[src/rtl/pipeline_regs_pkg.sv]
// pipeline_regs_pkg
//   Shared constants and types for the pipeline_regs slice.
//   - N_DEFAULT / STAGES_DEFAULT : default data width and stage count.
//   - stage_t                    : one stage record {valid, data} at the
//                                  default width. The top declares its own
//                                  record with the same layout for any N.
//   - count_width()              : width needed to hold 0..STAGES.
package pipeline_regs_pkg;

  localparam int N_DEFAULT      = 64;
  localparam int STAGES_DEFAULT = 4;

  // valid sits in the MSB so the record packs as {valid, data}.
  typedef struct packed {
    logic                 valid;
    logic [N_DEFAULT-1:0] data;
  } stage_t;

  // Occupancy ranges over 0..stages inclusive, so it needs stages+1 codes.
  function automatic int count_width(input int stages);
    return $clog2(stages + 1);
  endfunction

endpackage

[src/rtl/pipeline_regs_if.sv]
// pipeline_regs_if
//   Bundles the data-path signals of pipeline_regs. clk and reset stay
//   plain ports on the design.
//   Parameters: N (data width), STAGES (stage count); CW is derived.
//   Signals:
//     en      : advance enable, 0 = every stage holds
//     flush   : synchronous clear of every stage (not a reset)
//     d       : data into stage 0
//     d_valid : d is a valid entry
//     q       : data of the last stage
//     q_valid : valid flag of the last stage
//     count   : number of valid entries held across all stages
//   Handshake: d_valid qualifies d on any edge where en=1 and flush=0, and
//   that entry is always taken. There is no ready or backpressure signal;
//   en is the only flow control. q_valid qualifies q, and q is all-zero
//   whenever q_valid is 0.
//   Modports: master = producer/consumer side, slave = pipeline_regs.
interface pipeline_regs_if
  import pipeline_regs_pkg::*;
#(
  parameter int N      = N_DEFAULT,
  parameter int STAGES = STAGES_DEFAULT
) ();

  localparam int CW = count_width(STAGES);

  logic          en;
  logic          flush;
  logic [N-1:0]  d;
  logic          d_valid;
  logic [N-1:0]  q;
  logic          q_valid;
  logic [CW-1:0] count;

  modport master (
    output en,
    output flush,
    output d,
    output d_valid,
    input  q,
    input  q_valid,
    input  count
  );

  modport slave (
    input  en,
    input  flush,
    input  d,
    input  d_valid,
    output q,
    output q_valid,
    output count
  );

endinterface

[src/rtl/pipeline_regs_flopenr.sv]
// flopenr
//   W-bit register with synchronous active-high reset and a load enable.
//   Ports: clk, reset (sync, active-high), en (load), d (next), q (state).
module flopenr #(
  parameter int W = 1
) (
  input  logic         clk,
  input  logic         reset,
  input  logic         en,
  input  logic [W-1:0] d,
  output logic [W-1:0] q
);

  always_ff @(posedge clk) begin
    if (reset) begin
      q <= '0;
    end else if (en) begin
      q <= d;
    end
  end

endmodule

[src/rtl/pipeline_regs.sv]
// pipeline_regs
//   STAGES-deep register pipeline of {valid, data} records with stall,
//   flush and a registered occupancy counter.
//   Ports:
//     clk   : single clock, rising edge
//     reset : synchronous, active-high; clears every stage and count
//     bus   : pipeline_regs_if.slave (en, flush, d, d_valid in;
//             q, q_valid, count out)
//   Priority per edge: reset > flush > en > hold.
//   Latency: an entry taken at edge t is on q after edge t+STAGES-1.
module pipeline_regs
  import pipeline_regs_pkg::*;
#(
  parameter int N      = N_DEFAULT,
  parameter int STAGES = STAGES_DEFAULT,
  // Derived from STAGES; not meant to be overridden.
  localparam int CW    = count_width(STAGES)
) (
  input  logic           clk,
  input  logic           reset,
  pipeline_regs_if.slave bus
);

  // Same layout as stage_t, sized for this instance's N.
  typedef struct packed {
    logic         valid;
    logic [N-1:0] data;
  } rec_t;

  localparam int W = $bits(rec_t);

  rec_t stage_q [STAGES];
  rec_t head;
  logic stage_en;

  // Invalid entries carry zero data so q is zero whenever q_valid is 0.
  always_comb begin
    head       = '0;
    head.valid = bus.d_valid;
    head.data  = bus.d_valid ? bus.d : '0;
  end

  // flush is folded into the enable and data of every stage so that the
  // stage reset stays dedicated to the real reset.
  assign stage_en = bus.en | bus.flush;

  for (genvar k = 0; k < STAGES; k++) begin : g_stage
    rec_t din;

    if (k == 0) begin : g_head
      assign din = bus.flush ? rec_t'('0) : head;
    end else begin : g_body
      assign din = bus.flush ? rec_t'('0) : stage_q[k-1];
    end

    flopenr #(
      .W (W)
    ) u_stage (
      .clk   (clk),
      .reset (reset),
      .en    (stage_en),
      .d     (din),
      .q     (stage_q[k])
    );
  end

  assign bus.q       = stage_q[STAGES-1].data;
  assign bus.q_valid = stage_q[STAGES-1].valid;

  // Occupancy tracks the valid bits incrementally: on an advance one entry
  // (possibly a bubble) enters and the last stage leaves. When full with
  // d_valid=1 the +1 may wrap in CW bits, but the -1 brings it back, so
  // the modular sum still equals STAGES.
  logic [CW-1:0] count_r;

  always_ff @(posedge clk) begin
    if (reset) begin
      count_r <= '0;
    end else if (bus.flush) begin
      count_r <= '0;
    end else if (bus.en) begin
      count_r <= count_r + CW'(bus.d_valid) - CW'(stage_q[STAGES-1].valid);
    end
  end

  assign bus.count = count_r;

endmodule

[src/flat_wrapper.sv]
// flat-port wrapper written by rule: the top's interface ports become plain ports
module pipeline_regs_flat import pipeline_regs_pkg::*;
#(
  parameter int N      = N_DEFAULT,
  parameter int STAGES = STAGES_DEFAULT,
                                                     
  localparam int CW    = count_width(STAGES)
)
  (clk, reset, bus_en, bus_flush, bus_d, bus_d_valid, bus_q, bus_q_valid, bus_count);
  pipeline_regs_if #(.N(N), .STAGES(STAGES)) bus_i ();
  input  logic clk;
  input  logic reset;
  input wire logic [$bits(bus_i.en)-1:0] bus_en;
  input wire logic [$bits(bus_i.flush)-1:0] bus_flush;
  input wire logic [$bits(bus_i.d)-1:0] bus_d;
  input wire logic [$bits(bus_i.d_valid)-1:0] bus_d_valid;
  output wire logic [$bits(bus_i.q)-1:0] bus_q;
  output wire logic [$bits(bus_i.q_valid)-1:0] bus_q_valid;
  output wire logic [$bits(bus_i.count)-1:0] bus_count;
  assign bus_i.en = bus_en;
  assign bus_i.flush = bus_flush;
  assign bus_i.d = bus_d;
  assign bus_i.d_valid = bus_d_valid;
  assign bus_q = bus_i.q;
  assign bus_q_valid = bus_i.q_valid;
  assign bus_count = bus_i.count;
  pipeline_regs #(.N(N), .STAGES(STAGES)) u_core (.clk(clk), .reset(reset), .bus(bus_i));
endmodule
[config.mk]
export PLATFORM = sky130hd
export DESIGN_NAME = pipeline_regs_flat
export DESIGN_NICKNAME = d
export VERILOG_FILES = /design/src/rtl/pipeline_regs_pkg.sv /design/src/rtl/pipeline_regs_if.sv /design/src/rtl/pipeline_regs_flopenr.sv /design/src/rtl/pipeline_regs.sv /design/src/flat_wrapper.sv
export SDC_FILE = /design/constraint.sdc
export NUM_CORES = 1
export LEC_CHECK = 0
export CORE_MARGIN = 2
export CORE_UTILIZATION = 52
export DETAILED_ROUTE_END_ITERATION = 10
export PLACE_DENSITY = 0.73
export SLEW_MARGIN = 20
export SYNTH_ARGS = -nofsm -noshare
export SYNTH_HDL_FRONTEND = slang
export SYNTH_HIERARCHICAL = 1
export SYNTH_SLANG_ARGS = --single-unit
[constraint.sdc]
create_clock -name clk -period 2.81 [get_ports clk]
set_input_delay 0.281 -clock clk [delete_from_list [all_inputs] [get_ports clk]]
set_output_delay 0.281 -clock clk [all_outputs]
set_load 0.02 [all_outputs]
**After elaboration in Yosys (flattened, before gate mapping)**

Index checks and enable logic that the tools add are counted.
Widths: inputs -> output; s select.

- Reductions and logical operators: 1
- Multipliers: 0
- Add/sub/neg operators: 2
- Bitwise gates (word level): 1
- Eq/ne operators: 0
- Magnitude comparators: 0
- Div/mod/pow operators: 0
- Mux-type cells: 5
- Shifts and indexed selects: 0

Operator list:

| kind | count |
|---|---|
| $mux 65 | 4 |
| $mux 64 | 1 |
| $add 3x1->3 | 1 |
| $sub 3x1->3 | 1 |
| $reduce_or 2->1 | 1 |
| $or 1x1->1 | 1 |

- Memory bits (writable): 0
- Bits in registers: 263
- Output and inout bits: 68
- Input port bits: 69
- Memories kept: 0
- Memory bits (read-only): 0
- Logic and storage cells: 14
- Bits in latches: 0

**Longest topological paths before layout**

Gate-level depths: netlist (run 1).

- Depth in word-level cells: 2
- Depth in mapped cells: 9
- Mapped depth without buffers: 9

**By module**

The synthesis (run 1) kept the hierarchy.

Modules (own cells, without submodules):

| module | area each (um2) | cells each | seq. area each (um2) | times used |
|---|---|---|---|---|
| flopenr | 2342.2 | 209 | 1301.2 | 4 |
| pipeline_regs | 1988.2 | 308 | 60.1 | 1 |

**Worst setup path after synthesis (run 1)**

OpenSTA, ideal clock, no wires.

- Path kind: reg-to-reg
- From: register u_core.count_r[0] (netlist: u_core/bus.count[0])
- To: register u_core.count_r[2] (netlist: u_core/bus.count[2])
- Library setup time: 0.059 ns
- Arrival: 2.008 ns
- Buffers on the path: 0
- Required time: 2.751 ns
- Slack: 0.743 ns
- Cell stages (with the launch flop): 10
- Clock period less this slack: 2.067 ns
- Cells stage by stage: dfxtp_1 inv_1 ha_1 inv_1 ha_1 inv_1 fa_1 xor2_1 a2111oi_2 a31o_1

- Word-level cells in the longest chain between the ends: 2

RTL lines:

| item | line | text |
|---|---|---|
| from (decl) | pipeline_regs.sv:74 | `logic [CW-1:0] count_r;` |
| from (signal assigned) | pipeline_regs.sv:82 | `count_r <= count_r + CW'(bus.d_valid) - CW'(stage_q[STAGES-1].valid);` |
| $add 3x1->3 | pipeline_regs.sv:82 |  |
| $sub 3x1->3 | pipeline_regs.sv:82 |  |

No other way between the ends.
A chain may end at the register's enable or synchronous reset.

**Final worst setup path (run 1)**

Ends and elaborated chain as after synthesis.

==> reports/results.ini, run 1 <==
[final_layout]
multiInputGateArea_um2 = 5333
final_cells = 1549
fillers = 1838
seqCellArea_um2 = 5265
drive_gt1_frac = 0.06147
nNetsFinal = 1319
n_antenna_cell = 0
syn2layout_area_growth_pct = 19.97

[critical_path]
crit_path_end_kind = flop
crit_top_cell = inv_1
worst-setup-path-type = flop to flop
critPathMaxFanout = 3
max_stage_delay_ns = 0.39
arrival_ns = 2.46
critical-path-top-delay-family = adder cells
cp_slowest_cell = fa_1
path_buf_inv = 3
start_kind = flop
crit_chain = inv_1 -> ha_1 -> inv_1 -> ha_1 -> inv_1 -> fa_1 -> xor2_1 -> a2111oi_2 -> a31o_1
crit_required_ns = 3.28

[synth]
synth_seq_area_share = 0.4636
yosys.cell_count.top_type = dfxtp_1
synth-adder-area-share = 0.003966
syn_area_um2 = 11360
postSynthAreaPerCell_um2 = 9.928
async_reset_ff_frac = 0
synth_cell_type_count = 21
synth_simple_gate_area_frac = 0.2309
synth_largest_area_cell = dfxtp_1
synth_compound_area_frac = 0.002975
ys_warn_count = 6
syn_nets = 1216
synth_edf_count = 0
synth-main-ff-cell = dfxtp_1
synth_common_cells = dfxtp_1, mux2i_1, nor2_1, nor2b_1, and2_1
synth_xor_area_frac = 0.0007712
synthTopCellsByArea = dfxtp_1, mux2i_1, nor2b_1, nor2_1, and2_1
synth_seq_cells = 263
synth_top_family_by_area = simple AND/OR/NAND/NOR gates
syn_inst = 1144
muxShareOfSynthArea = 0.2300
netlist.area_leader.share = 0.4636

[sta]
hold_viol = 0
finalSetupViolations = 0
period_needed_ns = 1.992
fin_skew_ns = 0.008512
rsz0062_at_grt = no
drv_slew = 0
whs_ns = 0.2021
period_share = 0.7090
fin_tns_setup_ns = 0
max_freq_mhz = 501.9
tightest_slew_ns = 0.9005
relSlewSlack = 0.3997

[drt]
vias = 7469
wl_per_cell_um = 13.49
dr.first_iter.drc_count = 345
wirelength_mm = 20.90
ant_nets = 0
dr.pass1.iters = 4
drc = 0
viasPerCell = 4.822

[place]
dp_hpwl_mm = 12.83
place_inst = 1497
port_buffers = 136
gp_congestion = 0.7369

[clock_network]
cts-root-buf = clkbuf_16
clock_latency_ns = 0.53
post_cts_resized = 0
htree_levels = 1
cts_tree = built
cts_setup_buffers = 0
clk_path_buf_depth = 3
clock_sinks = 263
clkTransAtPathRegs_ns = 0.06
cts_buffers = 28
hold_buffers = 0

[pwr]
p_leak_nw = 6.450
irDropWorstVdd_mv = 0.3805
powerDensity_nw_per_um2 = 606.2
sw_frac_of_total = 0.2129
p_int_mw = 6.501
power_mw = 8.260
seqPwrFrac = 0.459
clkPwrFrac = 0.476
pwr-share-comb = 0.065
p_switching_mw = 1.759

[grt]
track_usage = 0.1775
grt_overflow_total = 0
antenna_found_initial = 1
grt_max_degree = 126
grt_pass1_vias = 6860
grt_pass1_wl_mm = 34.00

[floorplanning]
die_area_um2 = 23040
start_util = 0.5253
core_area_um2 = 21620
die_x_um = 151.8
die_h_um = 151.8
num_io_pins = 137
rows = 54

[run]
drv_cap = 0

[min_path]
hp-class = primary input to flop

[run_status]
outcome = completed

## cells in the final DEF, fill, tap and decap left out, drive strengths merged
| cell | n |
|---|---|
| ha | 2 |
| clkbuf | 40 |
| clkdlybuf4s50 | 134 |
| nor2 | 261 |
| buf | 23 |
| clkinv | 9 |
| bufinv | 4 |
| dfxtp | 263 |
| a31o | 1 |
| fa | 1 |
| or2 | 1 |
| and2 | 64 |
| inv | 4 |
| xor2 | 1 |
| mux2i | 261 |
| nor2b | 196 |
| a2111oi | 2 |
| nor3 | 2 |
## power groups by stage
| stage | registers (mW) | logic, mW | clock network [mW] |
|---|---|---|---|
| floorplan | 3.87 | 0.417 | 0 |
| global placement | 3.87 | 0.539 | 0 |
| detailed placement | 3.87 | 0.541 | 0 |
| CTS | 3.79 | 0.543 | 4.04 |
| global route | 3.79 | 0.577 | 4.18 |
| finish | 3.79 | 0.535 | 3.94 |
## through the flow
stage          setup WS, ns  cell area [µm²]  utilization
6_report             0.8176            13630       0.6302
5_1_grt              0.7247            13630       0.6302
4_1_cts              0.8002            13630       0.6302
3_5_place_dp         0.6130            12610       0.5831
3_3_place_gp         0.6399            12610       0.5831
2_1_floorplan        0.7429            11360            -
## state kept, by name (all words and copies together) (netlist names)
name and count:
u_core/bus.count 3, u_core/g_stage.u_stage/q 260
## kinds of logic (layout without fill, tap and decap cells)
family          after synthesis  count (layout)
simple gates                524             524
flops                       263             263
mux                         261             261
buf+inv                      89             214
fa+ha+maj                     3               3
compound gates                3               3
xor+xnor                      1               1
## worst register-to-register path, stage by stage (launching register included)
cell and delay [ns]:
dfxtp_1 0.34, inv_1 0.05, ha_1 0.26, inv_1 0.05, ha_1 0.13, inv_1 0.05, fa_1 0.39, xor2_1 0.17
a2111oi_2 0.36, a31o_1 0.14
## cell type report
type / count / share of cell area
Multi-Input combinational cell: 792 / 0.3914
Clock inverter: 13 / 0.01212
Clock buffer: 39 / 0.06263
Inverter: 4 / 0.001102
Tap cell: 280 / 0.02571
Timing Repair Buffer: 158 / 0.1207
Sequential cell: 263 / 0.3864
## layer usage
layer  vias up  wire length (µm)  GRT usage
met5         -                10          0
met4         2               417    0.04398
met3        28               724    0.03204
met2       105              9555     0.2878
met1      3457             10190     0.2456
li1       3877                 -          -
## path summary, 6_finish.rpt
kind                                                 startpoint                              end  slack [ns]  depth (start not counted)
worst max-delay path                        u_core/bus.count[0]              u_core/bus.count[2]        0.82                          9
worst min-delay path                                  bus_flush              u_core/bus.count[0]        0.20                          2
worst max register to register              u_core/bus.count[0]              u_core/bus.count[2]        0.82                          9
worst min register to register  u_core/g_stage[2].u_stage/q[21]  u_core/g_stage[2].u_stage/q[21]        0.48                          2
Power figures use the tool's default switching activity.
==> run 2: changes to the inputs <==
==> constraint.sdc (replaced) <==
create_clock -name clk -period 1.87 [get_ports clk]
set_input_delay 0.187 -clock clk [delete_from_list [all_inputs] [get_ports clk]]
set_output_delay 0.187 -clock clk [all_outputs]
set_load 0.02 [all_outputs]
==> run 2 against run 1 <==
The run now ends with setup timing left. Wire length decreased by 0.52%. Power increased by 43%. First-iteration DRC count increased by 13%. Count of clock-buffer cells in the layout decreased by 1. Sequential power increased by 50%. Hold slack got worse by 0.0047 ns. Critical path depth unchanged. Critical path type unchanged.
==> reports/results.ini, run 2 (same netlist as run 1, synthesis figures left out) <==
[run_status]
outcome = complete, but fails checks
violations = setup timing

[grt]
antenna_found_initial = 2
grt_pass1_vias = 7018
grt_max_degree = 99
track_usage = 0.1782
grt_overflow_total = 0
grt_pass1_wl_mm = 33.94

[sta]
worst_slack_ns = -0.004922
finalSetupViolations = 1
period_share = 1.003
tightest_slew_ns = 0.5686
relSlewSlack = 0.6210
drv_slew = 0
hold_viol = 0
fin_skew_ns = 0.006595
whs_ns = 0.1973
rsz0062_at_grt = yes
period_needed_ns = 1.875
max_freq_mhz = 533.4

[critical_path]
crit_chain = inv_2 -> ha_4 -> inv_2 -> ha_4 -> inv_2 -> fa_2 -> xor2_2 -> a2111oi_4 -> a31o_1
rrSetupSlack_ns = -0.005
crit_required_ns = 2.33
start_kind = flop
critPathLaunch = u_core/bus.count[0]
crit_top_cell = inv_2
cp_slowest_cell = dfxtp_4
path_buf_inv = 3
worst-setup-path-type = flop to flop
critPathMaxFanout = 2
max_stage_delay_ns = 0.35
arrival_ns = 2.34
crit_path_end_kind = flop
rr_startpoint = u_core/bus.count[0]
critical-path-top-delay-family = adder cells

[drt]
wl_met2_mm = 9.508
dr.max_layer_used = met5
wl_per_cell_um = 13.32
dr.first_iter.drc_count = 391
ant_nets = 0
met3_length_um = 693
wirelength_mm = 20.79
drc = 0
dr.pass1.iters = 4
viasPerCell = 4.824
vias = 7530
drt-met1-wl_mm = 10.19

[pwr]
p_leak_nw = 6.502
seqPwrFrac = 0.481
pwr-share-comb = 0.072
p_switching_mw = 2.603
sw_frac_of_total = 0.2199
p_int_mw = 9.237
irDropWorstVdd_mv = 0.6733
clkPwrFrac = 0.447
power_mw = 11.84
powerDensity_nw_per_um2 = 861.0

[floorplanning]
rows = 54
core_area_um2 = 21620
die_h_um = 151.8
die_x_um = 151.8
num_io_pins = 137
start_util = 0.5253
die_area_um2 = 23040

[clock_network]
cts_tree = built
cts_buffers = 28
clk_path_buf_depth = 3
clock_latency_ns = 0.53
clkTransAtPathRegs_ns = 0.06
cts-root-buf = clkbuf_16
clock_sinks = 263
htree_levels = 1

[final_layout]
nNetsFinal = 1333
syn2layout_area_growth_pct = 21.09
drive_gt1_frac = 0.07344
mostFrequentLayoutCells = nor2_1, mux2i_1, dfxtp_1
final_cells = 1561
largest_reg_flops = 260
design_area_um2 = 13750
regMostFlops = u_core/g_stage.u_stage/q

[run]
drv_cap = 0

[place]
gp_congestion = 0.7281
port_buffers = 136
place_ws_ns = -0.05432
dp_hpwl_mm = 12.78
placed_area_um2 = 12780
place_inst = 1508

[min_path]
hold_start = reset
hp-class = primary input to flop

-- run 2: cell types whose count changed in the layout (fill, tap and decap cells not counted), moves of 3 or more --
cell	delta
inv_2	+3
clkbuf_1	+3
clkbuf_8	-4
inv_1	-3
buf_4	+6
bufinv_16	-3
buf_12	+7
-- run 2: stage by stage --
step                utilization     TNS, ns
floorplan                     -           0
global placement         0.5913  -0.0001484
detailed placement       0.5913    -0.05432
CTS                      0.6352    -0.01173
global route             0.6361    -0.08731
finish                   0.6361   -0.004922
-- run 2: what timing repair did --
action                                  in CTS  in global routing
setup buffers                                2                  0
pin swaps                                    3                  1
hold buffers                                 1                  0
endpoints found under the setup margin       1                  3
resized for setup                            7                  2
hold endpoints to repair                     2                  0
-- run 2: power by group through the flow --
stage	logic (mW)	registers [mW]	clock network [mW]
2_1_floorplan	0.627	5.81	0
3_5_place_dp	0.853	5.82	0
5_1_grt	0.926	5.70	5.67
4_1_cts	0.865	5.69	5.45
6_report	0.857	5.69	5.29
3_3_place_gp	0.850	5.82	0
-- run 2: layer usage --
layer  global-route usage  up-vias
met5                    0        -
met4              0.04815        2
met3              0.03114       32
met2               0.2932      122
met1               0.2421     3441
li1                     -     3933
-- run 2: final cells by class --
| class | instances | area, µm² |
|---|---|---|
| Antenna cell | 1 | 2.502 |
| Clock buffer | 38 | 809.5 |
| Clock inverter | 11 | 82.58 |
| Fill cell | 1795 | 7869 |
| Inverter | 4 | 15.01 |
| Multi-Input combinational cell | 792 | 5380 |
| Sequential cell | 263 | 5270 |
| Tap cell | 280 | 350.3 |
| Timing Repair Buffer | 172 | 1842 |
-- run 2: worst paths after layout --
kind | end | cells past startpoint
setup reg to reg | u_core/bus.count[2] | 9
hold reg to reg | u_core/g_stage[1].u_stage/q[2] | 2
hold / removal | u_core/g_stage[3].u_stage/q[5] | 2
setup / recovery | u_core/bus.count[2] | 9
==> run 3: changes to the inputs <==
==> constraint.sdc (replaced) <==
create_clock -name clk -period 1.87 [get_ports clk]
set_input_delay 0.187 -clock clk [delete_from_list [all_inputs] [get_ports clk]]
set_output_delay 0.187 -clock clk [all_outputs]
set_load 0.01 [all_outputs]
==> run 3 against run 2 <==
The run now ends clean. Clock power up 11%. Global-route usage up 0.19 points. Core utilization up 0.60 points. Combinational power about the same. Largest cell class unchanged. Largest power group is now clock. Highest routed layer is now met4.
==> reports/results.ini, run 3 (same netlist as run 1, synthesis figures left out) <==
[sta]
tightest_slew_ns = 0.5384
drv_slew = 0
relSlewSlack = 0.6410
rsz0062_at_grt = yes
fin_skew_ns = 0.004464
period_share = 0.9802
max_freq_mhz = 545.6
fin_tns_setup_ns = 0
hold_viol = 0
period_needed_ns = 1.833
finalSetupViolations = 0

[clock_network]
cts_buffers = 28
clkTransAtPathRegs_ns = 0.06
clock_sinks = 263
cts-root-buf = clkbuf_16
clock_latency_ns = 0.52
clk_path_buf_depth = 3
htree_levels = 1
hold_buffers = 0
cts_tree = built

[place]
gp_congestion = 0.7116
dp_hpwl_mm = 12.85
place_inst = 1506
port_buffers = 136
placed_area_um2 = 12820

[final_layout]
syn2layout_area_growth_pct = 22.22
largest_reg_flops = 260
mostFrequentLayoutCells = nor2_1, mux2i_1, dfxtp_1
nNetsFinal = 1330
n_antenna_cell = 0
final_cells = 1556
regMostFlops = u_core/g_stage.u_stage/q
design_area_um2 = 13880
final_core_util = 0.6420
drive_gt1_frac = 0.07367

[floorplanning]
die_area_um2 = 23040
num_io_pins = 137
core_area_um2 = 21620
rows = 54
start_util = 0.5253
die_h_um = 151.8
die_x_um = 151.8

[drt]
dr.first_iter.drc_count = 271
wirelength_mm = 20.98
vias = 7535
ant_nets = 0
wl_per_cell_um = 13.48
drc = 0
viasPerCell = 4.843
dr.pass1.iters = 6

[pwr]
p_leak_nw = 6.540
sw_frac_of_total = 0.2093
p_switching_mw = 2.606
clkPwrFrac = 0.473
pwr-share-comb = 0.069
seqPwrFrac = 0.458
powerDensity_nw_per_um2 = 896.7
power_mw = 12.45
p_int_mw = 9.841
irDropWorstVdd_mv = 0.6566

[critical_path]
cp_slowest_cell = fa_2
start_kind = flop
worst-setup-path-type = flop to flop
arrival_ns = 2.30
critPathMaxFanout = 2
crit_path_end_kind = flop
max_stage_delay_ns = 0.36
crit_chain = inv_2 -> ha_4 -> inv_2 -> ha_4 -> inv_4 -> fa_2 -> xor2_2 -> a2111oi_2 -> a31o_1
crit_required_ns = 2.34

[run_status]
outcome = completed

[min_path]
hp-class = primary input to flop

[grt]
use_met2 = 0.3009
grt_pass1_wl_mm = 34.56
met3_usage = 0.02874
grt_overflow_total = 0
use_met1 = 0.2437
antenna_found_initial = 0
grt_max_degree = 119
track_usage = 0.1801
grt_pass1_vias = 7123
top_usage_layer = met2

[run]
drv_cap = 0

run 3: changes by cell type in the layout (fill, tap and decap cells not counted), moves of 2 or more:
| cell | before | now |
|---|---|---|
| clkbuf_8 | 6 | 11 |
| clkbuf_1 | 4 | 2 |
| buf_12 | 16 | 20 |
| bufinv_16 | 1 | 4 |
| a2111oi_2 | 0 | 2 |
| clkinv_2 | 9 | 2 |
| buf_4 | 19 | 13 |
run 3: final timing paths:
path                                           to                            start  depth (start not counted)  slack [ns]
setup reg to reg              u_core/bus.count[2]              u_core/bus.count[0]                          9        0.04
hold / removal                u_core/bus.count[1]                        bus_flush                          2        0.04
setup / recovery              u_core/bus.count[2]              u_core/bus.count[0]                          9        0.04
hold reg to reg   u_core/g_stage[2].u_stage/q[51]  u_core/g_stage[2].u_stage/q[51]                          2        0.48
run 3: cell type report:
type                    count  area, µm²
clock buffers              41      870.8
clock inverters             7      137.6
well taps                 280      350.3
inverters                   4      17.52
multi-input cells         792       5373
fillers                  1811       7740
repair buffers            169       1864
flip-flops and latches    263       5268
run 3: stage by stage:
step	hold slack (ns)	setup WS, ns
final	0.04209	0.03700
after global routing	0.05708	-0.04632
after CTS	0.03932	0.002022
after detailed placement	0.4723	-0.03096
after global placement	0.4635	0.002273
after floorplan	0.2564	0.03391
run 3: power by group through the flow:
| stage | sequential (mW) | combinational, mW | clock [mW] |
|---|---|---|---|
| after floorplan | 5.81 | 0.627 | 0 |
| after global placement | 5.82 | 0.856 | 0 |
| after detailed placement | 5.82 | 0.858 | 0 |
| after CTS | 5.69 | 0.868 | 6.04 |
| after global routing | 5.70 | 0.928 | 6.25 |
| final | 5.70 | 0.859 | 5.89 |
run 3: layer usage:
layer,up-vias,part of all wire
li1,3916,-
met4,0,0.016
met2,110,0.46
met1,3484,0.49
met3,25,0.037
met5,-,0
run 3: timing repair:
| action | 4_1_cts | 5_1_grt |
|---|---|---|
| resized for setup | 8 | 2 |
| pin swaps | 3 | 3 |
| endpoints found under the setup margin | 2 | 1 |
| setup buffers | 1 | 1 |
run 3: critical path, delay by kind of cell (launching register included):
kind            cells  cell delay [ns]
compound gates      2             0.44
xor+xnor            1             0.17
fa+ha+maj           3             0.70
buf+inv             3             0.14
flops               1             0.34
